`src/rtl/mul_controller.sv`:
```
// Multi-cycle sequencer around the external 32x32 signed Booth multiplier.
// Holds operands for LATENCY cycles, then captures the product into HI/LO.
module mul_controller #(
    parameter int unsigned LATENCY = 4
) (
    input  logic        clock,
    input  logic        clear,
    input  logic        start,
    input  logic [31:0] op_a,
    input  logic [31:0] op_b,
    input  logic        hi_wr,
    input  logic        lo_wr,
    input  logic [31:0] hi_in,
    input  logic [31:0] lo_in,
    output logic [31:0] mul_a,
    output logic [31:0] mul_b,
    input  logic [63:0] mul_result,
    output logic        busy,
    output logic        done,
    output logic        start_err,
    output logic [31:0] hi_out,
    output logic [31:0] lo_out
);

    typedef enum logic [1:0] {
        S_IDLE,
        S_WAIT,
        S_DONE
    } state_t;

    localparam logic [3:0] CNT_INIT = 4'(LATENCY - 1);

    state_t      state_q, state_d;
    logic [3:0]  cnt_q, cnt_d;
    logic [31:0] mul_a_q, mul_a_d;
    logic [31:0] mul_b_q, mul_b_d;
    logic [31:0] hi_q, hi_d;
    logic [31:0] lo_q, lo_d;
    logic        err_q, err_d;

    always_comb begin
        state_d = state_q;
        cnt_d   = cnt_q;
        mul_a_d = mul_a_q;
        mul_b_d = mul_b_q;
        hi_d    = hi_q;
        lo_d    = lo_q;
        err_d   = 1'b0;
        unique case (state_q)
            S_IDLE, S_DONE: begin
                if (hi_wr) hi_d = hi_in;
                if (lo_wr) lo_d = lo_in;
                if (start) begin
                    mul_a_d = op_a;
                    mul_b_d = op_b;
                    cnt_d   = CNT_INIT;
                    state_d = S_WAIT;
                end else begin
                    state_d = S_IDLE;
                end
            end
            S_WAIT: begin
                // Operands stay frozen for the multicycle path.
                err_d = start;
                if (cnt_q == 4'd0) begin
                    hi_d    = mul_result[63:32];
                    lo_d    = mul_result[31:0];
                    state_d = S_DONE;
                end else begin
                    cnt_d = cnt_q - 4'd1;
                end
            end
            default: state_d = S_IDLE;
        endcase
    end

    always_ff @(posedge clock) begin
        if (clear) begin
            state_q <= S_IDLE;
            cnt_q   <= 4'd0;
            mul_a_q <= 32'd0;
            mul_b_q <= 32'd0;
            hi_q    <= 32'd0;
            lo_q    <= 32'd0;
            err_q   <= 1'b0;
        end else begin
            state_q <= state_d;
            cnt_q   <= cnt_d;
            mul_a_q <= mul_a_d;
            mul_b_q <= mul_b_d;
            hi_q    <= hi_d;
            lo_q    <= lo_d;
            err_q   <= err_d;
        end
    end

    assign busy      = (state_q == S_WAIT);
    assign done      = (state_q == S_DONE);
    assign mul_a     = mul_a_q;
    assign mul_b     = mul_b_q;
    assign start_err = err_q;
    assign hi_out    = hi_q;
    assign lo_out    = lo_q;

endmodule

```
`config.mk`:
```
export PLATFORM = sky130hd
export DESIGN_NAME = mul_controller
export DESIGN_NICKNAME = d
export VERILOG_FILES = /design/src/rtl/mul_controller.sv
export SDC_FILE = /design/constraint.sdc
export NUM_CORES = 1
export LEC_CHECK = 0
export BUFFER_PORTS_ARGS = -buffer_cell sky130_fd_sc_hd__buf_2
export CAP_MARGIN = 10
export CORE_ASPECT_RATIO = 1.5
export CORE_UTILIZATION = 30
export DETAILED_ROUTE_END_ITERATION = 12
export MAX_ROUTING_LAYER = met4
export PLACE_DENSITY = 0.71
export SLEW_MARGIN = 20
export SYNTH_ARGS = -nofsm -noshare
export SYNTH_HDL_FRONTEND = slang
export SYNTH_SLANG_ARGS = --single-unit
export TNS_END_PERCENT = 30
```
`constraint.sdc`:
```
create_clock -name clock -period 1.4 [get_ports clock]
set_input_delay 0.07 -clock clock [delete_from_list [all_inputs] [get_ports clock]]
set_output_delay 0.07 -clock clock [all_outputs]
set_load 0.02 [all_outputs]
```
==> reports/metrics.csv, run 1 <==
metric,value,unit
outcome,"finished, violations left",
failing checks,negative setup slack,
grt peak-use layer,met2,
CP Capture Type,flip-flop,
largest net degree at the start of global routing,50,
Die Y,170,microns
GR Util met3,0.0449,
r2r startpoint,cnt_q[0],
CTS tree,done,
Final Hold Viols,0,
post-synthesis sequential area ratio,0.479,
Mapped Cells,616,
CP max stage delay,0.41,ns
DIE WIDTH,114,microns
Ports,328,
final instance area,0.0100,sq mm
max-cap violations,0,
Congestion Overflow GR,0,
internal cell power,9100,uW
Worst setup endpoint,cnt_q[2],
Top delay family on crit path,simple AND/OR/NAND/NOR gates,
Combinational Power Share,0.271,
Pre-antenna DRT Iters,4,
drt via density,4.90,
DRT iter0 DRCs,302,
met2 usage,0.361,
gr usage total,0.202,
Sw Pwr,3750,uW
CTS root buffer,clkbuf_16,
Worst path slowest cell,or4_1,
VDD IR max,0.000873,V
first-pass GRT wire length,30000,microns
DR WL/cell,15.4,microns
CTS sink count,135,
# setup viols final,69,
DRC,0,
PwrDens,1280,mW/mm^2
"Warnings, synthesis",0,
max frequency,0.629,GHz
Leak,0.00443,uW
worst hold path startpoint,lo_in[30],
placed instance count,1169,
total CTS buffers,17,
syn avg cell area,9.17,sq um
Placed Area,0.00792,sq mm
ys flop type,dfxtp_1,
Die ar.,0.0194,sq mm
DPL Wire Length,12400,microns
worst setup path class,flip-flop to flip-flop,
worst min path class,primary input to flip-flop,
CP Max Fanout,5,
final worst slack,-0.190,ns
number of enable-type register cells in the synthesized netlist,0,
final wirelength,20100,microns
antenna violations before repair,0,
Synth async-reset ratio,0,
sequential power share,0.344,
Vias,6381,
WP data required,1.73,ns
Slew headroom,0.738,
"Buf+Inv Stages, Crit Path",3,
Arrival @ worst endpoint,1.92,ns
pre-CTS setup slack,-0.384,ns
Synth cell types,29,
fin crit period,1.59,ns
clk_skew,0.00853,ns
Post-DRT Antenna Nets,0,
flop2flop setup slack,-0.19,ns
"Cell Count, Final, Fillers Out",1303,
"Critical Path, Cell by Cell",inv_2 > ha_4 > nor3b_4 > buf_6 > buf_6 > or4_1 > a211oi_2,
sw frac,0.292,
Clock transition at path regs,0.06,ns
Filler cells,1588,
area growth from synthesis to final layout,77.5,%
core area,0.0185,sq mm
Synth Register Bits,135,
Most Frequent Cell on Critical Path,buf_6,
RR Endpoint,cnt_q[2],
clk buf depth,2,
Global Route met1 Usage,0.211,
unrepaired setup endpoints after global routing,yes,
clk_lat worst skew,0.41,ns
max-slew violations,0,
Crit path depth,7,
vias in the first global route,6121,
H-tree levels,4,
GP Congestion,0.805,
Pwr Total,12800,uW
period utilisation layout,1.14,
Layout Nets,1238,
type of origin of the critical path,flip-flop,
syn nets,815,
Cell Rows,61,
share of cells above drive strength 1,0.473,
Port-buffer cells,327,
Mapped Area,0.00565,sq mm
R2R depth,7,
n_diodes,0,
initial core utilization,0.306,
clock network fraction of total power,0.385,
worst slew pin tran,0.392,ns
Critical Path Source,cnt_q[0],
flip-flops by register name, indices dropped and copies added (netlist names):
| name | flops |
|---|---|
| state_q | 2 |
| mul_a | 32 |
| start_err | 1 |
| cnt_q | 4 |
| lo_out | 32 |
| hi_out | 32 |
| mul_b | 32 |
routing by layer:
layer	vias up	routed length [microns]
met3	46	1150
li1	3074	-
met4	0	721
met5	-	0
met2	258	10300
met1	3003	7890
repair_timing:
item,CTS,global route
endpoints found under the hold margin,78,0
gates cloned,4,3
hold buffers,89,0
resized for setup,50,26
setup buffers,5,2
setup endpoints to repair,70,70
pin swaps,18,38
area by class of cell:
cell class,instances,area [sq um],area share
timing repair inverter,1,6.26,0.000624
inverter,5,26.3,0.00262
clock inverter,11,196,0.0196
tap,252,315,0.0315
clock buffer,20,457,0.0456
sequential,135,2710,0.270
multi-input combinational,411,3040,0.303
timing repair buffer,468,3280,0.327
cell families (layout without fill, tap and decap cells):
logic type | Yosys count | in the layout | share of synthesized area
buffers and inverters | 70 | 505 | 0.0594
AOI/OAI and AO/OA | 202 | 202 | 0.240
and+or+nand+nor | 143 | 143 | 0.104
muxes | 64 | 64 | 0.113
DFF | 135 | 135 | 0.479
adders and majority gates | 2 | 2 | 0.00443
cell usage after synthesis, types with 2 or more instances:
library cell / instances / area share
dfxtp_1: 135 / 0.48
a211oi_1: 132 / 0.18
nand2_1: 128 / 0.085
a21oi_1: 64 / 0.057
mux2i_1: 64 / 0.11
clkbuf_1: 30 / 0.020
buf_2: 15 / 0.013
buf_1: 11 / 0.0073
buf_4: 6 / 0.0080
inv_1: 4 / 0.0027
nor2b_1: 4 / 0.0044
a21o_1: 2 / 0.0027
buf_8: 2 / 0.0053
ha_1: 2 / 0.0044
o21ai_0: 2 / 0.0018
or4_1: 2 / 0.0027
how the worst min path moves through the flow:
stage,end,depth (start not counted)
5_1_grt,hi_out[20],3
2_1_floorplan,mul_a[1],2
3_5_place_dp,mul_a[11],3
4_1_cts,hi_out[8],3
3_3_place_gp,mul_a[31],3
6_report,lo_out[30],3
cell usage in the layout, fill, tap and decap left out, drive strengths merged:
cell         instances
dlygate4sd3         89
clkbuf              22
or3                  1
a21oi               64
nand2b               2
ha                   2
dfxtp              135
inv                  7
o21a                 1
buf                376
bufinv               5
nand2              128
nor2b                4
clkinvlp             2
clkinv               3
a21o                 2
o21ai                2
o311a                1
bufbuf               1
or3b                 1
a211oi             132
nand3                1
nor3                 1
nor2                 1
or4                  2
nor3b                1
mux2i               64
and3                 1
worst reg2reg max path, cell delays in order (launching register included):
cell	delay, ns
dfxtp_2	0.33
inv_2	0.05
ha_4	0.15
nor3b_4	0.15
buf_6	0.14
buf_6	0.11
or4_1	0.41
a211oi_2	0.18
per-stage QoR:
stage | setup TNS [ns] | hold WS [ns] | util
after floorplan | -1.98 | 0.206 | -
after global placement | -12.89 | 0.312 | 0.429
after detailed placement | -17.35 | 0.315 | 0.429
after CTS | -8.53 | 0.000248 | 0.532
after global routing | -12.96 | 0.0154 | 0.543
final | -6.58 | 0.00916 | 0.543
power groups by stage:
stage	sequential, uW	combinational, uW	clock (uW)
2_1_floorplan	4890	1280	0
3_3_place_gp	4460	2740	0
3_5_place_dp	4460	2780	0
4_1_cts	4400	3310	5050
5_1_grt	4460	3720	5230
6_report	4420	3490	4940
(Power assumes the default switching activity.)
==> run 2: changes to the inputs <==
--- a/config.mk
+++ b/config.mk
@@ -8,12 +8,12 @@
 export BUFFER_PORTS_ARGS = -buffer_cell sky130_fd_sc_hd__buf_2
 export CAP_MARGIN = 10
 export CORE_ASPECT_RATIO = 1.5
-export CORE_UTILIZATION = 30
+export CORE_UTILIZATION = 32
 export DETAILED_ROUTE_END_ITERATION = 12
 export MAX_ROUTING_LAYER = met4
-export PLACE_DENSITY = 0.71
+export PLACE_DENSITY = 0.74
 export SLEW_MARGIN = 20
 export SYNTH_ARGS = -nofsm -noshare
 export SYNTH_HDL_FRONTEND = slang
 export SYNTH_SLANG_ARGS = --single-unit
-export TNS_END_PERCENT = 30
+export TNS_END_PERCENT = 50
==> run 2 against run 1 <==
- worst hold slack worse by 0.0081 ns
- critical path depth did not move
- the flow still finishes with violations (negative setup slack)
- clock power decreased by 7.7%
- critical path type unchanged
- power decreased by 2.5%
- first-iteration DRC count is 49% higher
==> reports/metrics.csv, run 2 (synthesis results as in run 1) <==
metric,value,unit
outcome,"finished, violations left",
failing checks,negative setup slack,
final worst slack,-0.257,ns
Global Route met1 Usage,0.231,
CP Max Fanout,6,
CP Capture Type,flip-flop,
Cell Rows,59,
"commonest cells after routing, fill and taps aside","buf_2, dfxtp_1, nand2_1",
worst min path class,primary input to flip-flop,
CTS root buffer,clkbuf_16,
first-pass GRT wire length,30700,microns
clk_skew,0.0101,ns
"most common cell after layout, fill and taps aside",buf_2,
CTS sink count,135,
final wirelength,21000,microns
# setup viols final,70,
drt via density,5.08,
Fin Setup TNS,-14.40,ns
Arrival @ worst endpoint,1.94,ns
share of cells above drive strength 1,0.477,
gr usage total,0.216,
period utilisation layout,1.18,
unrepaired setup endpoints after global routing,yes,
GP Congestion,0.791,
Die ar.,0.0182,sq mm
antenna violations before repair,0,
WP data required,1.68,ns
Pre-antenna DRT Iters,4,
CTS tree,done,
vias in the first global route,6316,
max frequency,0.603,GHz
Leak,0.00449,uW
Layout Nets,1248,
DPL Wire Length,12700,microns
register area,0.00271,sq mm
GR Util met3,0.0385,
n_diodes,0,
Clock transition at path regs,0.06,ns
worst setup path class,flip-flop to flip-flop,
type of origin of the critical path,flip-flop,
DRC,0,
PwrDens,1250,mW/mm^2
initial core utilization,0.327,
Ports,328,
worst slew pin tran,0.393,ns
met2 usage,0.375,
total CTS buffers,17,
DR WL/cell,16.5,microns
Vias,6474,
DIE WIDTH,110,microns
Slew headroom,0.738,
largest net degree at the start of global routing,55,
core area,0.0173,sq mm
max-slew violations,0,
clk_lat worst skew,0.41,ns
fin crit period,1.66,ns
post-layout util,0.581,
Congestion Overflow GR,0,
VDD IR max,0.000684,V
Die Y,165,microns
Final Hold Viols,0,
area growth from synthesis to final layout,77.8,%
max-cap violations,0,
Filler cells,1408,
DRT iter0 DRCs,449,
clk buf depth,2,
Port-buffer cells,327,
H-tree levels,4,
area of the multi-input gates,0.00299,sq mm
Post-DRT Antenna Nets,0,
grt peak-use layer,met2,
run 2: cell types whose count changed in the layout (fill, tap and decap cells not counted), moves of 3 or more:
| cell | previous run | this run |
|---|---|---|
| a211oi_2 | 64 | 57 |
| a211oi_4 | 4 | 0 |
| clkinv_2 | 1 | 4 |
| buf_4 | 25 | 33 |
| clkbuf_16 | 19 | 25 |
| a21oi_1 | 64 | 54 |
| a21oi_2 | 0 | 10 |
| a211oi_1 | 64 | 75 |
run 2: final timing paths:
kind	start	endpoint	slack [ns]	cells past startpoint
worst max-delay path	cnt_q[1]	hi_out[30]	-0.26	7
worst min-delay path	hi_in[19]	hi_out[19]	0.001	3
worst max register to register	cnt_q[1]	hi_out[30]	-0.26	7
worst min register to register	mul_b[28]	mul_b[28]	0.45	2
run 2: area by class of cell:
| class | instances | share of cell area |
|---|---|---|
| Timing Repair Buffer | 479 | 0.345 |
| Multi-Input combinational cell | 411 | 0.298 |
| Sequential cell | 135 | 0.270 |
| Clock buffer | 19 | 0.0441 |
| Tap cell | 213 | 0.0265 |
| Clock inverter | 12 | 0.0152 |
| Inverter | 5 | 0.00237 |
run 2: layer usage:
layer	wire, microns	vias up
met3	1100	52
met5	0	-
met2	10900	293
met4	807	0
li1	-	3102
met1	8200	3027
run 2: metrics by stage:
stage | hold WS, ns | instances | total power (uW) | instance area, sq um | setup slack, ns
finish | 0.00102 | 1274 | 12500 | 10000 | -0.257
global placement | 0.310 | 1138 | 7260 | 7950 | -0.114
global route | 0.000892 | 1274 | 13000 | 10000 | -0.329
detailed placement | 0.317 | 1138 | 7310 | 7950 | -0.213
floorplan | 0.206 | 616 | 6170 | 5810 | -0.0401
CTS | 0.000285 | 1260 | 12200 | 9590 | -0.179
run 2: what timing repair did:
| item | CTS | global route |
|---|---|---|
| gates resized for setup | 22 | 44 |
| hold buffers | 87 | 0 |
| pin swaps | 4 | 16 |
| endpoints found under the setup margin | 69 | 86 |
| cloned | 2 | 10 |
| hold endpoints to repair | 84 | 0 |
| buffers inserted | 2 | 4 |
run 2: critical path, stage by stage (launching register included):
cell       delay, ns
dfxtp_2         0.32
inv_2           0.07
ha_4            0.12
nor3b_4         0.33
clkbuf_16       0.23
a21o_4          0.21
clkbuf_16       0.17
a211oi_1        0.07
run 2: where the power goes:
part           total (uW)  switching (uW)  leakage (uW)  internal [uW]
Clock                4560            1710      0.000293           2840
Sequential           4410             204       0.00112           4200
Combinational        3560            1870       0.00308           1700
==> run 3: changes to the inputs <==
--- a/config.mk
+++ b/config.mk
@@ -11,7 +11,7 @@
 export CORE_UTILIZATION = 32
 export DETAILED_ROUTE_END_ITERATION = 12
 export MAX_ROUTING_LAYER = met4
-export PLACE_DENSITY = 0.74
+export PLACE_DENSITY = 0.61
 export SLEW_MARGIN = 20
 export SYNTH_ARGS = -nofsm -noshare
 export SYNTH_HDL_FRONTEND = slang
==> constraint.sdc (replaced) <==
create_clock -name clock -period 1.49 [get_ports clock]
set_input_delay 0.0745 -clock clock [delete_from_list [all_inputs] [get_ports clock]]
set_output_delay 0.0745 -clock clock [all_outputs]
set_load 0.02 [all_outputs]
==> run 3 against run 2 <==
- clock-buffer cell count unchanged
- power down 4.3%
- clock power about the same
- sequential cell count unchanged
- global-route usage down 0.19 points
- first-iteration DRC count down 15%
- maximum frequency up 3.5%
- largest cell class unchanged
- the flow still finishes with violations (negative setup slack)
- non-clock buffer count down 35
==> reports/metrics.csv, run 3 (synthesis results as in run 1) <==
metric,value,unit
outcome,"finished, violations left",
failing checks,negative setup slack,
initial core utilization,0.327,
vias in the first global route,5970,
Vias,6180,
CP Max Fanout,7,
# setup viols final,64,
core area,0.0173,sq mm
Fin Hold WS,0.0207,ns
max frequency,0.625,GHz
Slew headroom,0.755,
CP max stage delay,0.34,ns
n_diodes,0,
DRT iter0 DRCs,381,
Worst path slowest cell,dfxtp_2,
worst min path class,primary input to flip-flop,
worst setup path class,flip-flop to flip-flop,
Clock transition at path regs,0.06,ns
share of cells above drive strength 1,0.485,
Pre-antenna DRT Iters,5,
first-pass GRT wire length,30400,microns
"Buf+Inv Stages, Crit Path",5,
unrepaired setup endpoints after global routing,yes,
Layout Nets,1213,
"Critical Path, Cell by Cell",inv_2 > ha_4 > nor3b_4 > buf_6 > buf_12 > buf_16 > buf_4 > a211oi_2 > a211oi_2,
"most common cell after layout, fill and taps aside",buf_2,
Most Frequent Cell on Critical Path,a211oi_2,
VDD IR max,0.000671,V
CTS root buffer,clkbuf_16,
"Cell Count, Final, Fillers Out",1239,
final worst slack,-0.111,ns
CTS tree,done,
clk buf depth,2,
max-cap violations,0,
Leak,0.00431,uW
DR WL/cell,15.8,microns
Top delay family on crit path,buffers and inverters,
Die ar.,0.0182,sq mm
Placed Area,0.00772,sq mm
GP Congestion,0.774,
Final Hold Viols,0,
Post-DRT Antenna Nets,0,
period utilisation layout,1.07,
WP data required,1.77,ns
total CTS buffers,17,
CTS sink count,135,
drt via density,4.99,
Ports,328,
PwrDens,1230,mW/mm^2
Arrival @ worst endpoint,1.88,ns
pre-CTS setup slack,-0.204,ns
largest net degree at the start of global routing,71,
type of origin of the critical path,flip-flop,
final wirelength,19600,microns
clk_skew,0.00692,ns
DIE WIDTH,110,microns
placed instance count,1131,
clk_lat worst skew,0.40,ns
H-tree levels,4,
Congestion Overflow GR,0,
gr usage total,0.214,
DPL Wire Length,12500,microns
max-slew violations,0,
DRC,0,
Port-buffer cells,327,
CP Capture Type,flip-flop,
"commonest cells after routing, fill and taps aside","buf_2, dfxtp_1, nand2_1",
worst slew pin tran,0.367,ns
Die Y,165,microns
area growth from synthesis to final layout,72.4,%
final instance area,0.00974,sq mm
fin crit period,1.60,ns
Cell Rows,59,
post-layout util,0.564,
antenna violations before repair,0,
==> run 3: path summary, 6_finish.rpt <==
kind | start | endpoint | slack, ns | cells after the start
setup / recovery | cnt_q[0] | hi_out[10] | -0.11 | 9
hold / removal | hi_in[5] | hi_out[5] | 0.02 | 3
setup reg to reg | cnt_q[0] | hi_out[10] | -0.11 | 9
hold reg to reg | mul_b[18] | mul_b[18] | 0.45 | 2
==> run 3: worst register-to-register path: cells and delay by family (launching register included) <==
kind,cells,cell delay (ns)
AOI/OAI and AO/OA,2,0.25
and+or+nand+nor,1,0.16
buffers and inverters,5,0.58
DFF,1,0.34
adders and majority gates,1,0.15
==> run 3: final cells by class <==
class	count	area (sq um)
multi-input cells	411	3030
clock buffers	19	443
flip-flops and latches	135	2710
inverters	5	21.3
well taps	213	267
repair buffers	444	3070
clock inverters	12	200
fillers	1578	7540
==> run 3: where the power goes <==
part | internal [uW] | switching, uW
combinational | 1520 | 1740
sequential | 3950 | 178
clock | 3010 | 1580
==> run 3: layer usage <==
layer | wire, microns | part of all wire | GRT usage
met5 | 0 | 0 | -
met4 | 369 | 0.019 | 0.0733
met3 | 870 | 0.044 | 0.0393
met2 | 10200 | 0.52 | 0.376
met1 | 8130 | 0.42 | 0.246
==> run 3: repair_timing <==
item	in CTS	in global routing
pin swaps	28	11
resized for setup	78	32
buffers inserted	4	1
hold buffers	65	0
cloned	5	2
endpoints found under the hold margin	65	0
endpoints found under the setup margin	67	69
==> run 3: metrics by stage <==
stage / total power (uW) / setup TNS [ns]
after floorplan: 5660 / 0
after global placement: 6690 / -5.93
after detailed placement: 6710 / -8.30
after CTS: 11900 / -1.40
after global routing: 12500 / -7.63
final: 12000 / -2.71
